File: src/rtl/dma_read_tag_manager.sv
// dma_read_tag_manager: PCIe read-tag pool; issues DMA reads to TX and tracks completion DWs (optional timeout: DMA_RD_TAG_TIMEOUT_EN)
module dma_read_tag_manager #(
  parameter int P_TAGS     = 8,
  parameter int P_TAG_BASE = 0,
  parameter int P_TIMEOUT  = 65535
) (
  input  logic        i_clk,
  input  logic        i_rst,
  input  logic [31:0] req_addr,
  input  logic [9:0]  req_len,
  input  logic        req_valid,
  output logic        req_done,
  output logic [7:0]  next_tag,
  output logic        tag_avail,
  output logic [31:0] tx_addr,
  output logic [9:0]  tx_len,
  output logic [7:0]  tx_tag,
  output logic        tx_valid,
  input  logic        tx_ready,
  input  logic        cpl_valid,
  input  logic [7:0]  cpl_tag,
  input  logic [3:0]  cpl_dwen,
  output logic        tag_release,
  output logic [7:0]  tag_release_id,
  output logic        cpl_err,
  output logic [5:0]  outstanding,
  output logic        timeout_err
);
  localparam int IW = (P_TAGS > 1) ? $clog2(P_TAGS) : 1;
  typedef enum logic [1:0] {S_IDLE, S_WAIT, S_ISSUE, S_DONE} state_t;
  state_t            state_q, state_d;
  logic [P_TAGS-1:0] free_q, free_d;
  logic [10:0]       rem_q [P_TAGS];
  logic [10:0]       rem_d [P_TAGS];
  logic [IW-1:0]     nidx_q, nidx_d;
  logic [7:0]        next_tag_q, next_tag_d;
  logic [31:0]       addr_q, addr_d;
  logic [9:0]        len_q, len_d;
  logic [7:0]        tag_q, tag_d;
  logic              rel_q, rel_d;
  logic [7:0]        rel_id_q, rel_id_d;
  logic              err_q, err_d;
  logic [5:0]        outst_q, outst_d;
  logic              alloc;
  logic [9:0]        alloc_len;
  logic [8:0]        cpl_off;
  logic              cpl_in;
  logic [IW-1:0]     cpl_idx;
  logic              hit;
  logic [2:0]        dw;
`ifdef DMA_RD_TAG_TIMEOUT_EN
  logic [15:0]       tmr_q [P_TAGS];
  logic [15:0]       tmr_d [P_TAGS];
  logic              tmo_q, tmo_d;
  logic              tmo_found;
`endif

  assign cpl_off   = {1'b0, cpl_tag} - 9'(P_TAG_BASE);
  assign cpl_in    = ({1'b0, cpl_tag} >= 9'(P_TAG_BASE)) && (cpl_off < 9'(P_TAGS));
  assign cpl_idx   = cpl_off[IW-1:0];
  assign hit       = cpl_valid && cpl_in && !free_q[cpl_idx];
  assign dw        = cpl_dwen[3] ? 3'd4 : cpl_dwen[2] ? 3'd3 : cpl_dwen[1] ? 3'd2 : cpl_dwen[0] ? 3'd1 : 3'd0;
  assign alloc_len = (state_q == S_IDLE) ? req_len : len_q;
  assign tag_avail = |free_q;
  assign next_tag  = next_tag_q;
  assign tx_addr   = addr_q;
  assign tx_len    = len_q;
  assign tx_tag    = tag_q;
  assign tag_release    = rel_q;
  assign tag_release_id = rel_id_q;
  assign cpl_err        = err_q;
  assign outstanding    = outst_q;
`ifdef DMA_RD_TAG_TIMEOUT_EN
  assign timeout_err = tmo_q;
`else
  assign timeout_err = 1'b0;
`endif

  // request FSM: latch request, wait for a tag, present it to TX until accepted
  always_comb begin
    state_d  = state_q;
    alloc    = 1'b0;
    tx_valid = 1'b0;
    req_done = 1'b0;
    addr_d   = addr_q;
    len_d    = len_q;
    case (state_q)
      S_IDLE: if (req_valid) begin
        addr_d  = req_addr;
        len_d   = req_len;
        alloc   = tag_avail;
        state_d = tag_avail ? S_ISSUE : S_WAIT;
      end
      S_WAIT: begin
        alloc   = tag_avail;
        state_d = tag_avail ? S_ISSUE : S_WAIT;
      end
      S_ISSUE: begin
        tx_valid = 1'b1;
        state_d  = tx_ready ? S_DONE : S_ISSUE;
      end
      default: begin
        req_done = 1'b1;
        state_d  = S_IDLE;
      end
    endcase
    tag_d = alloc ? next_tag_q : tag_q;
  end

  // tag pool: completion accounting, allocation, next-tag search and occupancy
  always_comb begin
    free_d   = free_q;
    rem_d    = rem_q;
    rel_d    = 1'b0;
    rel_id_d = rel_id_q;
    err_d    = 1'b0;
    nidx_d   = '0;
    outst_d  = 6'(P_TAGS);
    if (cpl_valid && !hit) err_d = 1'b1;
    if (hit && dw != 3'd0) begin
      if ({8'd0, dw} >= rem_q[cpl_idx]) begin
        err_d            = {8'd0, dw} > rem_q[cpl_idx];
        free_d[cpl_idx]  = 1'b1;
        rem_d[cpl_idx]   = '0;
        rel_d            = 1'b1;
        rel_id_d         = cpl_tag;
      end else begin
        rem_d[cpl_idx] = rem_q[cpl_idx] - {8'd0, dw};
      end
    end
    if (alloc) begin
      free_d[nidx_q] = 1'b0;
      rem_d[nidx_q]  = (alloc_len == 10'd0) ? 11'd1024 : {1'b0, alloc_len};
    end
`ifdef DMA_RD_TAG_TIMEOUT_EN
    tmo_d     = 1'b0;
    tmo_found = 1'b0;
    for (int i = 0; i < P_TAGS; i++) begin
      tmr_d[i] = (tmr_q[i] < 16'(P_TIMEOUT)) ? tmr_q[i] + 16'd1 : tmr_q[i];
      if ((hit && cpl_idx == IW'(i)) || (alloc && nidx_q == IW'(i))) tmr_d[i] = '0;
      if (!rel_d && !tmo_found && !free_q[i] && !free_d[i] && tmr_q[i] >= 16'(P_TIMEOUT) && !(hit && cpl_idx == IW'(i))) begin
        tmo_found = 1'b1;
        free_d[i] = 1'b1;
        tmo_d     = 1'b1;
        rel_id_d  = 8'(P_TAG_BASE + i);
      end
    end
    rel_d = rel_d | tmo_d;
`endif
    for (int i = P_TAGS - 1; i >= 0; i--) if (free_d[i]) nidx_d = IW'(i);
    for (int i = 0; i < P_TAGS; i++) outst_d = outst_d - 6'(free_d[i]);
    next_tag_d = 8'(P_TAG_BASE) + 8'(nidx_d);
  end

  // state registers; reset drops every outstanding tag
  always_ff @(posedge i_clk) begin
    rem_q <= rem_d;
`ifdef DMA_RD_TAG_TIMEOUT_EN
    tmr_q <= tmr_d;
`endif
    if (i_rst) begin
      state_q    <= S_IDLE;
      free_q     <= '1;
      nidx_q     <= '0;
      next_tag_q <= 8'(P_TAG_BASE);
      addr_q     <= '0;
      len_q      <= '0;
      tag_q      <= '0;
      rel_q      <= 1'b0;
      rel_id_q   <= '0;
      err_q      <= 1'b0;
      outst_q    <= '0;
`ifdef DMA_RD_TAG_TIMEOUT_EN
      tmo_q      <= 1'b0;
`endif
    end else begin
      state_q    <= state_d;
      free_q     <= free_d;
      nidx_q     <= nidx_d;
      next_tag_q <= next_tag_d;
      addr_q     <= addr_d;
      len_q      <= len_d;
      tag_q      <= tag_d;
      rel_q      <= rel_d;
      rel_id_q   <= rel_id_d;
      err_q      <= err_d;
      outst_q    <= outst_d;
`ifdef DMA_RD_TAG_TIMEOUT_EN
      tmo_q      <= tmo_d;
`endif
    end
  end
endmodule

File: config.mk
export PLATFORM = sky130hd
export DESIGN_NAME = dma_read_tag_manager
export DESIGN_NICKNAME = d
export VERILOG_FILES = /design/src/rtl/dma_read_tag_manager.sv
export SDC_FILE = /design/constraint.sdc
export NUM_CORES = 1
export LEC_CHECK = 0
export BUFFER_PORTS_ARGS = -buffer_cell sky130_fd_sc_hd__buf_2
export CORE_UTILIZATION = 51
export CTS_CLUSTER_SIZE = 16
export DETAILED_ROUTE_END_ITERATION = 16
export GPL_ROUTABILITY_DRIVEN = 0
export PLACE_DENSITY = 0.86
export RECOVER_POWER = 100
export SLEW_MARGIN = 20
export SYNTH_ARGS = -nofsm -noshare
export SYNTH_HDL_FRONTEND = slang
export SYNTH_SLANG_ARGS = --single-unit
File: constraint.sdc
create_clock -name i_clk -period 7.3 [get_ports i_clk]
set_input_delay 1.095 -clock i_clk [delete_from_list [all_inputs] [get_ports i_clk]]
set_output_delay 1.095 -clock i_clk [all_outputs]
set_load 0.005 [all_outputs]
==> flow_summary.html, run 1 <==
<table>
<tr><th>Metric</th><th>Value</th></tr>
<tr><th colspan="2">Status</th></tr>
<tr><td>Outcome</td><td>finished, violations left</td></tr>
<tr><td>Violations in the final reports</td><td>capacitance limit, slew limit</td></tr>
<tr><th colspan="2">Layout</th></tr>
<tr><td>N_diodes</td><td>0</td></tr>
<tr><td>Number of nets in the finished design</td><td>1126</td></tr>
<tr><td>Layout area overhead</td><td>14.77%</td></tr>
<tr><td>Final std cells w/o fill</td><td>1274</td></tr>
<tr><td>Fraction of final layout cells with drive strength greater than 1</td><td>16.18%</td></tr>
<tr><td>Utilization of the core after routing</td><td>60.30%</td></tr>
<tr><th colspan="2">Clock tree</th></tr>
<tr><td>Clock-pin transition on the worst setup and hold timing paths</td><td>0.06 ns</td></tr>
<tr><td>Clock sink count</td><td>162</td></tr>
<tr><td>Post-CTS Repair Setup Buffers</td><td>0</td></tr>
<tr><td>Max H-tree Level</td><td>4</td></tr>
<tr><td>Clock Latency Late Sink</td><td>0.44 ns</td></tr>
<tr><td>Longest Clk Path Bufs</td><td>2</td></tr>
<tr><td>Total CTS buffers</td><td>17</td></tr>
<tr><td>Post-CTS Hold Fix Bufs</td><td>0</td></tr>
<tr><td>CTS tree</td><td>yes</td></tr>
<tr><td>Post-cts sizing count</td><td>0</td></tr>
<tr><td>Cell at the root of the clock tree</td><td>sky130_fd_sc_hd__clkbuf_16</td></tr>
<tr><th colspan="2">Global routing</th></tr>
<tr><td>Largest net degree at the start of global routing</td><td>68</td></tr>
<tr><td>Met3 Resource Use GR</td><td>7.580%</td></tr>
<tr><td>Wire length of the first global-routing pass</td><td>38780 um</td></tr>
<tr><td>Overflow left after global routing</td><td>0</td></tr>
<tr><td>Met2 usage in global routing</td><td>48.67%</td></tr>
<tr><td>Antenna violations before repair</td><td>0</td></tr>
<tr><td>Vias in the first global route</td><td>7694</td></tr>
<tr><td>Global router's overall resource usage</td><td>30.93%</td></tr>
<tr><td>Grt peak-use layer</td><td>met2</td></tr>
<tr><td>Global-route track usage on met1</td><td>37.94%</td></tr>
<tr><th colspan="2">Synth</th></tr>
<tr><td>Total number of yosys warnings</td><td>0</td></tr>
<tr><td>Mean instance size in the synthesized netlist</td><td>8.385 um2</td></tr>
<tr><td>Most used flip-flop cell after synthesis</td><td>sky130_fd_sc_hd__dfxtp_1</td></tr>
<tr><td>Proportion of synthesized chip area in sequential cells</td><td>40.46%</td></tr>
<tr><td>Post-Syn Instances</td><td>956</td></tr>
<tr><td>Mapped Area</td><td>8016 um2</td></tr>
<tr><td>Area contributors post-synth</td><td>sky130_fd_sc_hd__dfxtp_1, sky130_fd_sc_hd__nand2_1, sky130_fd_sc_hd__a21oi_1</td></tr>
<tr><td>Number of library cell types mapped by synthesis</td><td>66</td></tr>
<tr><td>Area share of the largest cell type after synthesis</td><td>40.46%</td></tr>
<tr><td>Async set or reset register ratio after synthesis</td><td>0%</td></tr>
<tr><td>Library cell occupying the most area in the post-synthesis netlist</td><td>sky130_fd_sc_hd__dfxtp_1</td></tr>
<tr><td>Count of flip-flops with a built-in enable after synthesis</td><td>0</td></tr>
<tr><td>Register bit count reported by yosys</td><td>162</td></tr>
<tr><th colspan="2">Setup path</th></tr>
<tr><td>CP Data Arrival Time</td><td>7.29 ns</td></tr>
<tr><td>Sort of element at the end of the critical path</td><td>flop</td></tr>
<tr><td>Series of cell instances along the critical path</td><td>buf_2 &gt; mux4_2 &gt; mux2i_1 &gt; inv_1 &gt; ha_1 &gt; nor2b_1 &gt; o21ai_0 &gt; nor2b_1 &gt; o21ai_0 &gt; o41ai_1 &gt; ha_1 &gt; fa_1 &gt; fa_1 &gt; fa_1 &gt; inv_1 &gt; ha_1 &gt; o21ai_0 &gt; nor4b_2</td></tr>
<tr><td>Critical path startpoint category</td><td>input pin</td></tr>
<tr><td>Delay contributed by the slowest stage of the critical path</td><td>0.77 ns</td></tr>
<tr><td>Crit path max fanout</td><td>30</td></tr>
<tr><td>R2R Setup Slk</td><td>1.23 ns</td></tr>
<tr><td>Critical-path cell with the highest stage delay</td><td>sky130_fd_sc_hd__o41ai_1</td></tr>
<tr><td>CP required</td><td>7.64 ns</td></tr>
<tr><td>Start-to-end type of the worst setup path</td><td>in -&gt; reg</td></tr>
<tr><th colspan="2">Route</th></tr>
<tr><td>DRT antenna net count</td><td>0</td></tr>
<tr><td>Average wire per standard cell</td><td>19.18 um</td></tr>
<tr><td>Starting DRT DRC Count</td><td>969</td></tr>
<tr><td>Routed wire length</td><td>24430 um</td></tr>
<tr><td>Post-DR vias/cell</td><td>6.211</td></tr>
<tr><td>Remaining DRCs</td><td>0</td></tr>
<tr><td>Pre-antenna DRT Iters</td><td>7</td></tr>
<tr><td>Vias after detailed routing</td><td>7913</td></tr>
<tr><th colspan="2">Power and ir drop</th></tr>
<tr><td>Sequential share of power</td><td>43.7%</td></tr>
<tr><td>Relative contribution of the clock network to total power</td><td>36.5%</td></tr>
<tr><td>Switching power</td><td>697.4 uW</td></tr>
<tr><td>Sw Share</td><td>29.14%</td></tr>
<tr><td>LEAKAGE</td><td>3.682 nW</td></tr>
<tr><td>Power per cell area</td><td>260.2 nW/um2</td></tr>
<tr><td>Worst voltage drop across the vdd grid</td><td>0.2237 mV</td></tr>
<tr><td>Internal power consumption</td><td>1.696 mW</td></tr>
<tr><td>Comb pwr share</td><td>19.8%</td></tr>
<tr><th colspan="2">Timing</th></tr>
<tr><td>Final count of negative-setup-slack endpoints</td><td>0</td></tr>
<tr><td>Final-layout worst hold slack</td><td>0.4524 ns</td></tr>
<tr><td>Final Max Slew Viols</td><td>43</td></tr>
<tr><td>Worst Clk Skew</td><td>0.009726 ns</td></tr>
<tr><td>Period minus WS final</td><td>6.943 ns</td></tr>
<tr><td>Share of the cycle needed by the critical path after routing</td><td>95.12%</td></tr>
<tr><td>Final hold vios</td><td>0</td></tr>
<tr><td>Setup repair after global routing missed its margin</td><td>false</td></tr>
<tr><td>Worst slew margin relative to its limit</td><td>-14.87%</td></tr>
<tr><td>Least-Margin Pin Slew</td><td>1.723 ns</td></tr>
<tr><td>Final setup margin</td><td>0.3566 ns</td></tr>
<tr><td>Setup tns final</td><td>0 ns</td></tr>
<tr><td>Highest clock rate</td><td>144.0 MHz</td></tr>
<tr><th colspan="2">Job</th></tr>
<tr><td>Number of maximum-capacitance constraint violations</td><td>1</td></tr>
<tr><th colspan="2">Place</th></tr>
<tr><td>Sum of net half-perimeters after detailed placement</td><td>16220 um</td></tr>
<tr><td>Buffers on Ports</td><td>125</td></tr>
<tr><td>Placed instance count</td><td>1243</td></tr>
<tr><td>Setup slack after placement</td><td>0.1411 ns</td></tr>
<tr><th colspan="2">Min path</th></tr>
<tr><td>Kind of path behind the tightest hold check</td><td>reg -&gt; reg</td></tr>
<tr><th colspan="2">Floorplan</th></tr>
<tr><td>Effective utilization at floorplan</td><td>52.54%</td></tr>
<tr><td>I/O pins</td><td>137</td></tr>
<tr><td>Die Footprint</td><td>16220 um2</td></tr>
<tr><td>Horizontal extent of the die</td><td>127.4 um</td></tr>
<tr><td>Standard-cell rows</td><td>45</td></tr>
<tr><td>Die height</td><td>127.4 um</td></tr>
<tr><td>Total core area</td><td>15260 um2</td></tr>
</table>
==> area by class of cell <==
class / instances / area, um2
multi-input combinational: 705 / 4348
timing repair buffer: 143 / 699.4
tap: 211 / 264.0
clock inverter: 9 / 108.9
inverter: 22 / 82.58
sequential: 162 / 3243
clock buffer: 22 / 454.2
fill: 1297 / 6058
==> cell usage in the layout (no fill, tap or decap), drive strengths merged, types with 3 or more instances in the layout <==
master,instances
nor2,92
and2,12
nand2,168
inv,22
xor2,3
nor4,7
nand3,15
o41a,3
or4,4
xnor2,3
nor2b,13
ha,9
nand4,7
clkinvlp,4
fa,7
a2bb2oi,21
nor3b,3
a221oi,18
o41ai,4
or2,3
and3,3
a221o,3
a21oi,82
mux2,17
nor3,17
buf,101
clkbuf,64
nand2b,10
mux2i,17
or3,5
a22oi,42
o211ai,3
o21ai,67
dfxtp,162
mux4,12
clkinv,3
conb,11
==> state kept, by name (all words and copies together) (netlist names), 2 cells and up <==
register,flops
next_tag,3
rem_q,88
tx_len,10
tag_release_id,8
free_q,8
state_q,2
tx_addr,32
tx_tag,3
outstanding,6
==> routing by layer <==
layer | wire, um | part of all wire (%)
met5 | 0 | 0
met4 | 1477 | 6.0
met3 | 2872 | 12
met2 | 10850 | 44
met1 | 9228 | 38
==> logic make-up after synthesis <==
logic type / after synthesis / synth area share, %
simple gates: 368 / 20.87
compound gates: 258 / 21.18
flops: 162 / 40.46
buf+inv: 99 / 5.666
mux: 46 / 7.976
fa+ha+maj: 16 / 3.153
xor+xnor: 6 / 0.6557
other cells: 1 / 0.04678
==> per-stage QoR <==
stage	area [um2]	power [mW]
4_1_cts	9270	2.387
2_1_floorplan	8055	1.392
5_1_grt	9200	2.481
6_report	9200	2.394
3_5_place_dp	8707	1.527
3_3_place_gp	8707	1.507
==> power groups by stage <==
stage                     clock network, mW  registers (mW)  logic (mW)
after detailed placement                  0            1.06       0.470
final                                 0.873            1.05       0.475
after CTS                             0.872            1.04       0.475
after global placement                    0            1.06       0.451
after global routing                  0.911            1.05       0.517
after floorplan                           0            1.05       0.346
==> cell usage after synthesis, types with 4 or more instances <==
library cell,n
sky130_fd_sc_hd__nand2_1,168
sky130_fd_sc_hd__mux4_2,10
sky130_fd_sc_hd__a2bb2oi_1,21
sky130_fd_sc_hd__a22oi_1,42
sky130_fd_sc_hd__or3_1,5
sky130_fd_sc_hd__buf_1,7
sky130_fd_sc_hd__nand3_1,15
sky130_fd_sc_hd__nand2b_1,10
sky130_fd_sc_hd__a221oi_1,18
sky130_fd_sc_hd__fa_1,7
sky130_fd_sc_hd__ha_1,9
sky130_fd_sc_hd__buf_6,4
sky130_fd_sc_hd__and2_1,11
sky130_fd_sc_hd__nor3_1,15
sky130_fd_sc_hd__nor2_1,90
sky130_fd_sc_hd__buf_4,12
sky130_fd_sc_hd__nor2b_1,13
sky130_fd_sc_hd__buf_2,6
sky130_fd_sc_hd__or4_1,4
sky130_fd_sc_hd__o21ai_0,57
sky130_fd_sc_hd__o21ai_1,10
sky130_fd_sc_hd__dfxtp_1,162
sky130_fd_sc_hd__nor4_1,7
sky130_fd_sc_hd__a21oi_1,81
sky130_fd_sc_hd__nand4_1,7
sky130_fd_sc_hd__mux2i_1,17
sky130_fd_sc_hd__inv_1,20
sky130_fd_sc_hd__mux2_2,17
sky130_fd_sc_hd__clkbuf_1,48
==> critical path: cells and delay by family <==
kind	cells	cell delay, ns
buffers and inverters	3	0.71
AOI/OAI and AO/OA	4	1.68
and+or+nand+nor	3	0.65
adders and majority gates	6	2.48
muxes	2	0.66
==> final timing paths <==
| check | startpoint | cells after the start | to |
|---|---|---|---|
| setup / recovery | cpl_tag[2] | 18 | outstanding[5]$_SDFF_PP0_ |
| setup reg to reg | rem_q[1]$_DFF_P_ | 17 | outstanding[5]$_SDFF_PP0_ |
| hold reg to reg | tx_addr[11]$_SDFFE_PP0P_ | 2 | tx_addr[11]$_SDFFE_PP0P_ |
| hold / removal | tx_addr[11]$_SDFFE_PP0P_ | 2 | tx_addr[11]$_SDFFE_PP0P_ |
No activity file was read; power rests on OpenSTA's default activity.
==> run 2: changes to the inputs <==
Settings changed: RECOVER_POWER 100 to 50.
==> run 2 against run 1 <==
The flow still finishes with violations (capacitance limit, slew limit). Cell area up 0.45%. Wire length down 0.18%. Non-clock buffer count unchanged. First-iteration DRC count up 9.1%. Core utilization up 0.27 points. Register-to-register slack worse by 0.10 ns. Clock power about the same. Worst hold slack about the same. Count of clock-buffer cells in the layout unchanged. Critical path type unchanged. Largest power group unchanged.
==> flow_summary.html, run 2 (synthesized netlist as in run 1, its figures left out) <==
<table>
<tr><th>Metric</th><th>Value</th></tr>
<tr><th colspan="2">Status</th></tr>
<tr><td>Outcome</td><td>finished, violations left</td></tr>
<tr><td>Violations in the final reports</td><td>capacitance limit, slew limit</td></tr>
<tr><th colspan="2">Setup path</th></tr>
<tr><td>Series of cell instances along the critical path</td><td>buf_2 &gt; mux4_2 &gt; mux2i_1 &gt; inv_1 &gt; ha_1 &gt; nor2b_1 &gt; o21ai_0 &gt; nor2b_1 &gt; o21ai_0 &gt; nor2_4 &gt; a21oi_2 &gt; nor2_2 &gt; inv_2 &gt; fa_1 &gt; inv_1 &gt; fa_1 &gt; fa_1 &gt; fa_1 &gt; inv_1 &gt; ha_1 &gt; o21ai_0 &gt; nor4b_2</td></tr>
<tr><td>Cell with the most instances on the worst path</td><td>sky130_fd_sc_hd__fa_1</td></tr>
<tr><td>Bufs and invs on worst path</td><td>5 (+2)</td></tr>
<tr><td>Crit path max fanout</td><td>30 (unchanged)</td></tr>
<tr><td>Cell family contributing the most delay on the critical path</td><td>adder cells</td></tr>
<tr><td>Critical-path cell with the highest stage delay</td><td>sky130_fd_sc_hd__o21ai_0</td></tr>
<tr><td>Critical path startpoint category</td><td>input pin</td></tr>
<tr><td>Sort of element at the end of the critical path</td><td>flop</td></tr>
<tr><td>Start-to-end type of the worst setup path</td><td>in -&gt; reg</td></tr>
<tr><td>CP required</td><td>7.64 ns (about the same)</td></tr>
<tr><td>Delay contributed by the slowest stage of the critical path</td><td>0.90 ns (+0.13 ns)</td></tr>
<tr><td>CP Data Arrival Time</td><td>7.38 ns (+0.09 ns)</td></tr>
<tr><th colspan="2">Min path</th></tr>
<tr><td>Kind of path behind the tightest hold check</td><td>reg -&gt; reg</td></tr>
<tr><th colspan="2">Job</th></tr>
<tr><td>Number of maximum-capacitance constraint violations</td><td>1 (unchanged)</td></tr>
<tr><th colspan="2">Global routing</th></tr>
<tr><td>Overflow left after global routing</td><td>0 (unchanged)</td></tr>
<tr><td>Global router's overall resource usage</td><td>30.93% (unchanged)</td></tr>
<tr><td>Largest net degree at the start of global routing</td><td>68 (unchanged)</td></tr>
<tr><td>Wire length of the first global-routing pass</td><td>38780 um (unchanged)</td></tr>
<tr><td>Vias in the first global route</td><td>7694 (unchanged)</td></tr>
<tr><td>Antenna violations before repair</td><td>0 (unchanged)</td></tr>
<tr><th colspan="2">Floorplan</th></tr>
<tr><td>Standard-cell rows</td><td>45 (unchanged)</td></tr>
<tr><td>Die height</td><td>127.4 um (unchanged)</td></tr>
<tr><td>Die Footprint</td><td>16220 um2 (unchanged)</td></tr>
<tr><td>Effective utilization at floorplan</td><td>52.54% (unchanged)</td></tr>
<tr><td>Total core area</td><td>15260 um2 (unchanged)</td></tr>
<tr><td>I/O pins</td><td>137 (unchanged)</td></tr>
<tr><td>Horizontal extent of the die</td><td>127.4 um (unchanged)</td></tr>
<tr><th colspan="2">Layout</th></tr>
<tr><td>Commonest cells after routing, fill and taps aside</td><td>sky130_fd_sc_hd__nand2_1, sky130_fd_sc_hd__dfxtp_1, sky130_fd_sc_hd__nor2_1</td></tr>
<tr><td>Flip-flop count of the largest register, all copies and words added</td><td>88 (unchanged)</td></tr>
<tr><td>Summed area of non-filler cells in the final layout</td><td>9241 um2 (+0.45%)</td></tr>
<tr><td>Layout area overhead</td><td>15.28%</td></tr>
<tr><td>Number of nets in the finished design</td><td>1126 (unchanged)</td></tr>
<tr><td>Filler cell count</td><td>1288 (-0.69%)</td></tr>
<tr><td>Register containing the most flip-flops in the final layout</td><td>rem_q</td></tr>
<tr><td>Final std cells w/o fill</td><td>1274 (unchanged)</td></tr>
<tr><td>Most common cell after layout, fill and taps aside</td><td>sky130_fd_sc_hd__nand2_1</td></tr>
<tr><td>N_diodes</td><td>0 (unchanged)</td></tr>
<tr><td>Fraction of final layout cells with drive strength greater than 1</td><td>16.93% (+0.75 points)</td></tr>
<tr><th colspan="2">Route</th></tr>
<tr><td>DRT antenna net count</td><td>0 (unchanged)</td></tr>
<tr><td>Pre-antenna DRT Iters</td><td>9 (+2)</td></tr>
<tr><td>Remaining DRCs</td><td>0 (unchanged)</td></tr>
<tr><td>Average wire per standard cell</td><td>19.14 um (-0.18%)</td></tr>
<tr><td>Routed wire length</td><td>24390 um (-0.18%)</td></tr>
<tr><td>Starting DRT DRC Count</td><td>1057 (+9.1%)</td></tr>
<tr><td>Post-DR vias/cell</td><td>6.153 (-0.94%)</td></tr>
<tr><td>Vias after detailed routing</td><td>7839 (-0.94%)</td></tr>
<tr><th colspan="2">Place</th></tr>
<tr><td>Sum of net half-perimeters after detailed placement</td><td>16220 um (unchanged)</td></tr>
<tr><td>Buffers on Ports</td><td>125 (unchanged)</td></tr>
<tr><td>Placed cell areas</td><td>8707 um2 (unchanged)</td></tr>
<tr><td>Placed instance count</td><td>1243 (unchanged)</td></tr>
<tr><th colspan="2">Power and ir drop</th></tr>
<tr><td>Switching power</td><td>696.2 uW (-0.18%)</td></tr>
<tr><td>Sequential share of power</td><td>43.6% (about the same)</td></tr>
<tr><td>Worst voltage drop across the vdd grid</td><td>0.2233 mV (-0.21%)</td></tr>
<tr><td>Power consumption</td><td>2.397 mW (+0.15%)</td></tr>
<tr><td>Sw Share</td><td>29.04% (-0.096 points)</td></tr>
<tr><td>Comb pwr share</td><td>20.2% (+0.4 points)</td></tr>
<tr><td>LEAKAGE</td><td>3.702 nW (+0.54%)</td></tr>
<tr><td>Internal power consumption</td><td>1.701 mW (+0.28%)</td></tr>
<tr><td>Relative contribution of the clock network to total power</td><td>36.3% (-0.2 points)</td></tr>
<tr><td>Power per cell area</td><td>259.4 nW/um2 (-0.30%)</td></tr>
<tr><th colspan="2">Timing</th></tr>
<tr><td>Setup repair after global routing missed its margin</td><td>false</td></tr>
<tr><td>Least-Margin Pin Slew</td><td>1.701 ns (-0.02223 ns)</td></tr>
<tr><td>Final-layout worst hold slack</td><td>0.4522 ns (-0.0001520 ns)</td></tr>
<tr><td>Final hold vios</td><td>0 (unchanged)</td></tr>
<tr><td>Share of the cycle needed by the critical path after routing</td><td>96.46% (+1.3 points)</td></tr>
<tr><td>Period minus WS final</td><td>7.042 ns (+0.09820 ns)</td></tr>
<tr><td>Setup tns final</td><td>0 ns (unchanged)</td></tr>
<tr><td>Highest clock rate</td><td>142.0 MHz (-1.4%)</td></tr>
<tr><td>Worst Clk Skew</td><td>0.008400 ns (-0.001326 ns)</td></tr>
<tr><td>Worst slew margin relative to its limit</td><td>-13.39% (+1.5 points)</td></tr>
<tr><td>Final count of negative-setup-slack endpoints</td><td>0 (unchanged)</td></tr>
<tr><td>Final Max Slew Viols</td><td>43 (unchanged)</td></tr>
<tr><th colspan="2">Clock tree</th></tr>
<tr><td>Post-CTS Repair Setup Buffers</td><td>0 (unchanged)</td></tr>
<tr><td>Cell at the root of the clock tree</td><td>sky130_fd_sc_hd__clkbuf_16</td></tr>
<tr><td>Total CTS buffers</td><td>17 (unchanged)</td></tr>
<tr><td>Max H-tree Level</td><td>4 (unchanged)</td></tr>
<tr><td>Post-cts sizing count</td><td>0 (unchanged)</td></tr>
<tr><td>Post-CTS Hold Fix Bufs</td><td>0 (unchanged)</td></tr>
<tr><td>Clock sink count</td><td>162 (unchanged)</td></tr>
<tr><td>Longest Clk Path Bufs</td><td>2 (unchanged)</td></tr>
<tr><td>CTS tree</td><td>yes</td></tr>
<tr><td>Clock Latency Late Sink</td><td>0.44 ns (about the same)</td></tr>
<tr><td>Clock-pin transition on the worst setup and hold timing paths</td><td>0.06 ns (about the same)</td></tr>
</table>
[run 2: changes by cell type in the layout (fill, tap and decap cells not counted), sizes merged]
cell	delta
buf	+3
clkbuf	-3
[run 2: layout make-up]
cell class	count	area (um2)	share of cell area, %
Clock inverter	9	108.9	1.178
Tap cell	211	264.0	2.857
Sequential cell	162	3243	35.09
Clock buffer	22	454.2	4.915
Multi-Input combinational cell	705	4378	47.37
Timing Repair Buffer	143	710.7	7.690
Inverter	22	82.58	0.8936
[run 2: power by group through the flow]
stage	Combinational (mW)	Sequential [mW]	Clock [mW]
final	0.483	1.04	0.870
after global routing	0.524	1.05	0.911
after CTS	0.475	1.04	0.872
after detailed placement	0.470	1.06	0
after global placement	0.451	1.06	0
after floorplan	0.346	1.05	0
[run 2: worst min-delay path, stage by stage, from the launching register on]
cell and delay (ns):
sky130_fd_sc_hd__dfxtp_1 0.31, sky130_fd_sc_hd__nand2_1 0.05, sky130_fd_sc_hd__a21oi_1 0.05
[run 2: layer usage]
metal / global-route usage, % / up-vias / wire, um
met3: 7.580 / 128 / 2904
met5: 0 / - / 0
met2: 48.67 / 572 / 10890
li1: - / 3562 / -
met1: 37.94 / 3577 / 9177
met4: 19.96 / 0 / 1415
[run 2: stage by stage]
stage / util [%] / setup WS (ns)
2_1_floorplan: - / 0.05288
3_3_place_gp: 57.06 / 0.4536
3_5_place_dp: 57.06 / 0.1411
4_1_cts: 60.75 / 0.4134
5_1_grt: 60.57 / 0.05521
6_report: 60.57 / 0.2584
[run 2: final timing paths]
check	from	endpoint	slack, ns	depth (start not counted)
min	tx_addr[11]$_SDFFE_PP0P_	tx_addr[11]$_SDFFE_PP0P_	0.45	2
max reg2reg	rem_q[1]$_DFF_P_	outstanding[5]$_SDFF_PP0_	1.13	21
min reg2reg	tx_addr[11]$_SDFFE_PP0P_	tx_addr[11]$_SDFFE_PP0P_	0.45	2
max	cpl_tag[2]	outstanding[5]$_SDFF_PP0_	0.26	22
==> run 3: changes to the inputs <==
Settings changed: PLACE_DENSITY 0.86 to not set, PLACE_DENSITY_LB_ADDON set to 0.1.
==> run 3 against run 2 <==
Setup slack better by 0.36 ns. Critical path depth decreased by 3. Total power increased by 0.43%. Count of clock-buffer cells in the layout decreased by 3. Wire length is 2.8% higher. Final cell count up 1.3%. Sequential power hardly changed. First-iteration DRC count decreased by 19%. Sequential share of layout area fell by 0.36 points. Via count is 2.2% lower. Global-route usage rose by 1.1 points. The run still ends with capacitance limit, slew limit left.
==> flow_summary.html, run 3 (synthesized netlist as in run 1, its figures left out) <==
<table>
<tr><th>Metric</th><th>Value</th></tr>
<tr><th colspan="2">Place</th></tr>
<tr><td>Setup slack after placement</td><td>0.2952 ns (+0.1541 ns)</td></tr>
<tr><td>Placed cell areas</td><td>8820 um2 (+1.3%)</td></tr>
<tr><td>Buffers on Ports</td><td>125 (unchanged)</td></tr>
<tr><td>Sum of net half-perimeters after detailed placement</td><td>16750 um (+3.3%)</td></tr>
<tr><th colspan="2">Timing</th></tr>
<tr><td>Setup repair after global routing missed its margin</td><td>false</td></tr>
<tr><td>Final Max Slew Viols</td><td>43 (unchanged)</td></tr>
<tr><td>Final hold vios</td><td>0 (unchanged)</td></tr>
<tr><td>Highest clock rate</td><td>149.7 MHz (+5.4%)</td></tr>
<tr><td>Worst Clk Skew</td><td>0.008470 ns (+0.00006978 ns)</td></tr>
<tr><td>Final count of negative-setup-slack endpoints</td><td>0 (unchanged)</td></tr>
<tr><td>Least-Margin Pin Slew</td><td>1.810 ns (+0.1095 ns)</td></tr>
<tr><td>Period minus WS final</td><td>6.680 ns (-0.3613 ns)</td></tr>
<tr><td>Worst slew margin relative to its limit</td><td>-20.69% (-7.3 points)</td></tr>
<tr><td>Final setup margin</td><td>0.6197 ns (+0.3613 ns)</td></tr>
<tr><td>Setup tns final</td><td>0 ns (unchanged)</td></tr>
<tr><td>Share of the cycle needed by the critical path after routing</td><td>91.51% (-4.9 points)</td></tr>
<tr><th colspan="2">Global routing</th></tr>
<tr><td>Wire length of the first global-routing pass</td><td>39600 um (+2.1%)</td></tr>
<tr><td>Largest net degree at the start of global routing</td><td>68 (unchanged)</td></tr>
<tr><td>Vias in the first global route</td><td>7187 (-6.6%)</td></tr>
<tr><td>Global router's overall resource usage</td><td>31.99% (+1.1 points)</td></tr>
<tr><td>Antenna violations before repair</td><td>0 (unchanged)</td></tr>
<tr><td>Overflow left after global routing</td><td>0 (unchanged)</td></tr>
<tr><th colspan="2">Power and ir drop</th></tr>
<tr><td>Switching power</td><td>727.0 uW (+4.4%)</td></tr>
<tr><td>Internal power consumption</td><td>1.680 mW (-1.2%)</td></tr>
<tr><td>Worst voltage drop across the vdd grid</td><td>0.1926 mV (-14%)</td></tr>
<tr><td>Relative contribution of the clock network to total power</td><td>36.5% (+0.2 points)</td></tr>
<tr><td>Sw Share</td><td>30.20% (+1.2 points)</td></tr>
<tr><td>Power per cell area</td><td>257.8 nW/um2 (-0.61%)</td></tr>
<tr><td>LEAKAGE</td><td>3.767 nW (+1.8%)</td></tr>
<tr><td>Sequential share of power</td><td>43.4% (-0.2 points)</td></tr>
<tr><td>Power consumption</td><td>2.407 mW (+0.43%)</td></tr>
<tr><td>Comb pwr share</td><td>20.1% (about the same)</td></tr>
<tr><th colspan="2">Job</th></tr>
<tr><td>Number of maximum-capacitance constraint violations</td><td>1 (unchanged)</td></tr>
<tr><th colspan="2">Status</th></tr>
<tr><td>Outcome</td><td>finished, violations left</td></tr>
<tr><td>Violations in the final reports</td><td>capacitance limit, slew limit</td></tr>
<tr><th colspan="2">Setup path</th></tr>
<tr><td>Critical-path cell with the highest stage delay</td><td>sky130_fd_sc_hd__o41a_1</td></tr>
<tr><td>Crit path max fanout</td><td>9 (-70%)</td></tr>
<tr><td>Sort of element at the end of the critical path</td><td>flop</td></tr>
<tr><td>Critical path startpoint category</td><td>input pin</td></tr>
<tr><td>Delay contributed by the slowest stage of the critical path</td><td>0.57 ns (-0.33 ns)</td></tr>
<tr><td>Cell family contributing the most delay on the critical path</td><td>adder cells</td></tr>
<tr><td>Series of cell instances along the critical path</td><td>buf_2 &gt; mux4_2 &gt; mux2i_1 &gt; inv_1 &gt; ha_1 &gt; nor2b_1 &gt; o21ai_0 &gt; nor2b_1 &gt; o211ai_1 &gt; o41a_1 &gt; fa_1 &gt; inv_1 &gt; fa_1 &gt; fa_1 &gt; fa_1 &gt; inv_1 &gt; ha_1 &gt; o21ai_0 &gt; nor4b_2</td></tr>
<tr><td>CP required</td><td>7.65 ns (about the same)</td></tr>
<tr><td>Bufs and invs on worst path</td><td>4 (-1)</td></tr>
<tr><td>CP Data Arrival Time</td><td>7.03 ns (-0.35 ns)</td></tr>
<tr><td>Start-to-end type of the worst setup path</td><td>in -&gt; reg</td></tr>
<tr><td>Cell with the most instances on the worst path</td><td>sky130_fd_sc_hd__fa_1</td></tr>
<tr><th colspan="2">Floorplan</th></tr>
<tr><td>Die height</td><td>127.4 um (unchanged)</td></tr>
<tr><td>Total core area</td><td>15260 um2 (unchanged)</td></tr>
<tr><td>Die Footprint</td><td>16220 um2 (unchanged)</td></tr>
<tr><td>I/O pins</td><td>137 (unchanged)</td></tr>
<tr><td>Standard-cell rows</td><td>45 (unchanged)</td></tr>
<tr><td>Horizontal extent of the die</td><td>127.4 um (unchanged)</td></tr>
<tr><td>Effective utilization at floorplan</td><td>52.54% (unchanged)</td></tr>
<tr><th colspan="2">Route</th></tr>
<tr><td>Average wire per standard cell</td><td>19.42 um (+1.5%)</td></tr>
<tr><td>Routed wire length</td><td>25060 um (+2.8%)</td></tr>
<tr><td>Starting DRT DRC Count</td><td>854 (-19%)</td></tr>
<tr><td>Remaining DRCs</td><td>0 (unchanged)</td></tr>
<tr><td>Pre-antenna DRT Iters</td><td>6 (-3)</td></tr>
<tr><td>DRT antenna net count</td><td>0 (unchanged)</td></tr>
<tr><td>Vias after detailed routing</td><td>7666 (-2.2%)</td></tr>
<tr><td>Post-DR vias/cell</td><td>5.943 (-3.4%)</td></tr>
<tr><th colspan="2">Layout</th></tr>
<tr><td>Layout area overhead</td><td>16.48%</td></tr>
<tr><td>Register containing the most flip-flops in the final layout</td><td>rem_q</td></tr>
<tr><td>Fraction of final layout cells with drive strength greater than 1</td><td>17.61% (+0.68 points)</td></tr>
<tr><td>Flip-flop count of the largest register, all copies and words added</td><td>88 (unchanged)</td></tr>
<tr><td>Filler cell count</td><td>1375 (+6.8%)</td></tr>
<tr><td>Footprint of the flip-flops and latches</td><td>3243 um2 (unchanged)</td></tr>
<tr><td>Number of nets in the finished design</td><td>1141 (+1.3%)</td></tr>
<tr><td>N_diodes</td><td>0 (unchanged)</td></tr>
<tr><td>Summed area of non-filler cells in the final layout</td><td>9338 um2 (+1.0%)</td></tr>
<tr><td>Area occupied by multi-input gates</td><td>4363 um2 (-0.34%)</td></tr>
<tr><td>Commonest cells after routing, fill and taps aside</td><td>sky130_fd_sc_hd__nand2_1, sky130_fd_sc_hd__dfxtp_1, sky130_fd_sc_hd__nor2_1</td></tr>
<tr><td>Most common cell after layout, fill and taps aside</td><td>sky130_fd_sc_hd__nand2_1</td></tr>
<tr><th colspan="2">Clock tree</th></tr>
<tr><td>Post-CTS Repair Setup Buffers</td><td>0 (unchanged)</td></tr>
<tr><td>Max H-tree Level</td><td>4 (unchanged)</td></tr>
<tr><td>Longest Clk Path Bufs</td><td>2 (unchanged)</td></tr>
<tr><td>Clock-pin transition on the worst setup and hold timing paths</td><td>0.07 ns (about the same)</td></tr>
<tr><td>Post-CTS Hold Fix Bufs</td><td>0 (unchanged)</td></tr>
<tr><td>CTS tree</td><td>yes</td></tr>
<tr><td>Clock sink count</td><td>162 (unchanged)</td></tr>
<tr><td>Clock Latency Late Sink</td><td>0.43 ns (about the same)</td></tr>
<tr><td>Post-cts sizing count</td><td>0 (unchanged)</td></tr>
<tr><td>Total CTS buffers</td><td>17 (unchanged)</td></tr>
<tr><td>Cell at the root of the clock tree</td><td>sky130_fd_sc_hd__clkbuf_16</td></tr>
<tr><th colspan="2">Min path</th></tr>
<tr><td>Kind of path behind the tightest hold check</td><td>reg -&gt; reg</td></tr>
</table>
==> run 3: cell count changes in the layout (fill, tap and decap cells not counted), moves of 2 or more <==
cell	previous run	this run
sky130_fd_sc_hd__clkinvlp_4	4	2
sky130_fd_sc_hd__nor3_1	13	15
sky130_fd_sc_hd__clkbuf_1	42	45
sky130_fd_sc_hd__buf_4	17	32
sky130_fd_sc_hd__nor3_2	4	2
sky130_fd_sc_hd__inv_8	0	2
sky130_fd_sc_hd__buf_2	87	82
sky130_fd_sc_hd__inv_6	0	3
==> run 3: path summary, 6_finish.rpt <==
kind,endpoint,from,slack [ns],cells after the start
worst max-delay path,outstanding[5]$_SDFF_PP0_,cpl_tag[0],0.62,19
worst min-delay path,tx_addr[24]$_SDFFE_PP0P_,tx_addr[24]$_SDFFE_PP0P_,0.45,2
worst max register to register,outstanding[5]$_SDFF_PP0_,rem_q[1]$_DFF_P_,1.31,18
worst min register to register,tx_addr[24]$_SDFFE_PP0P_,tx_addr[24]$_SDFFE_PP0P_,0.45,2
==> run 3: cell type report <==
cell class	instances	share of cell area, %
Tap cell	211	2.827
Clock buffer	19	4.743
Multi-Input combinational cell	705	46.72
Clock inverter	13	1.353
Inverter	22	0.8844
Timing Repair Buffer	158	8.736
Sequential cell	162	34.73
==> run 3: worst reg2reg max path: stages, from the launching register on <==
cell and delay, ns:
sky130_fd_sc_hd__dfxtp_1 0.32, sky130_fd_sc_hd__mux4_2 0.46, sky130_fd_sc_hd__mux2i_1 0.30, sky130_fd_sc_hd__inv_1 0.10, sky130_fd_sc_hd__ha_1 0.31, sky130_fd_sc_hd__nor2b_1 0.14, sky130_fd_sc_hd__o21ai_0 0.20, sky130_fd_sc_hd__nor2b_1 0.27
sky130_fd_sc_hd__o211ai_1 0.32, sky130_fd_sc_hd__o41a_1 0.57, sky130_fd_sc_hd__fa_1 0.57, sky130_fd_sc_hd__inv_1 0.06, sky130_fd_sc_hd__fa_1 0.48, sky130_fd_sc_hd__fa_1 0.47, sky130_fd_sc_hd__fa_1 0.53, sky130_fd_sc_hd__inv_1 0.05
sky130_fd_sc_hd__ha_1 0.31, sky130_fd_sc_hd__o21ai_0 0.24, sky130_fd_sc_hd__nor4b_2 0.23
==> run 3: metal layers <==
metal | global-route usage, % | up-vias | routed length (um)
met4 | 12.68 | 0 | 786
met3 | 8.250 | 63 | 2526
met5 | 0 | - | 0
li1 | - | 3596 | -
met2 | 48.44 | 430 | 10910
met1 | 43.54 | 3577 | 10830
==> run 3: through the flow <==
| step | utilization [%] | hold slack (ns) | instances |
|---|---|---|---|
| 3_3_place_gp | 57.80 | 0.4388 | 1258 |
| 3_5_place_dp | 57.80 | 0.4414 | 1258 |
| 4_1_cts | 61.53 | 0.4533 | 1290 |
| 5_1_grt | 61.20 | 0.4718 | 1290 |
| 2_1_floorplan | - | 0.4492 | 966 |
| 6_report | 61.20 | 0.4549 | 1290 |
==> run 3: power groups by stage <==
stage / Sequential, mW / Clock [mW] / Combinational, mW
after floorplan: 1.05 / 0 / 0.346
after global placement: 1.06 / 0 / 0.467
after detailed placement: 1.06 / 0 / 0.477
after CTS: 1.04 / 0.886 / 0.481
after global routing: 1.05 / 0.927 / 0.534
final: 1.04 / 0.879 / 0.485
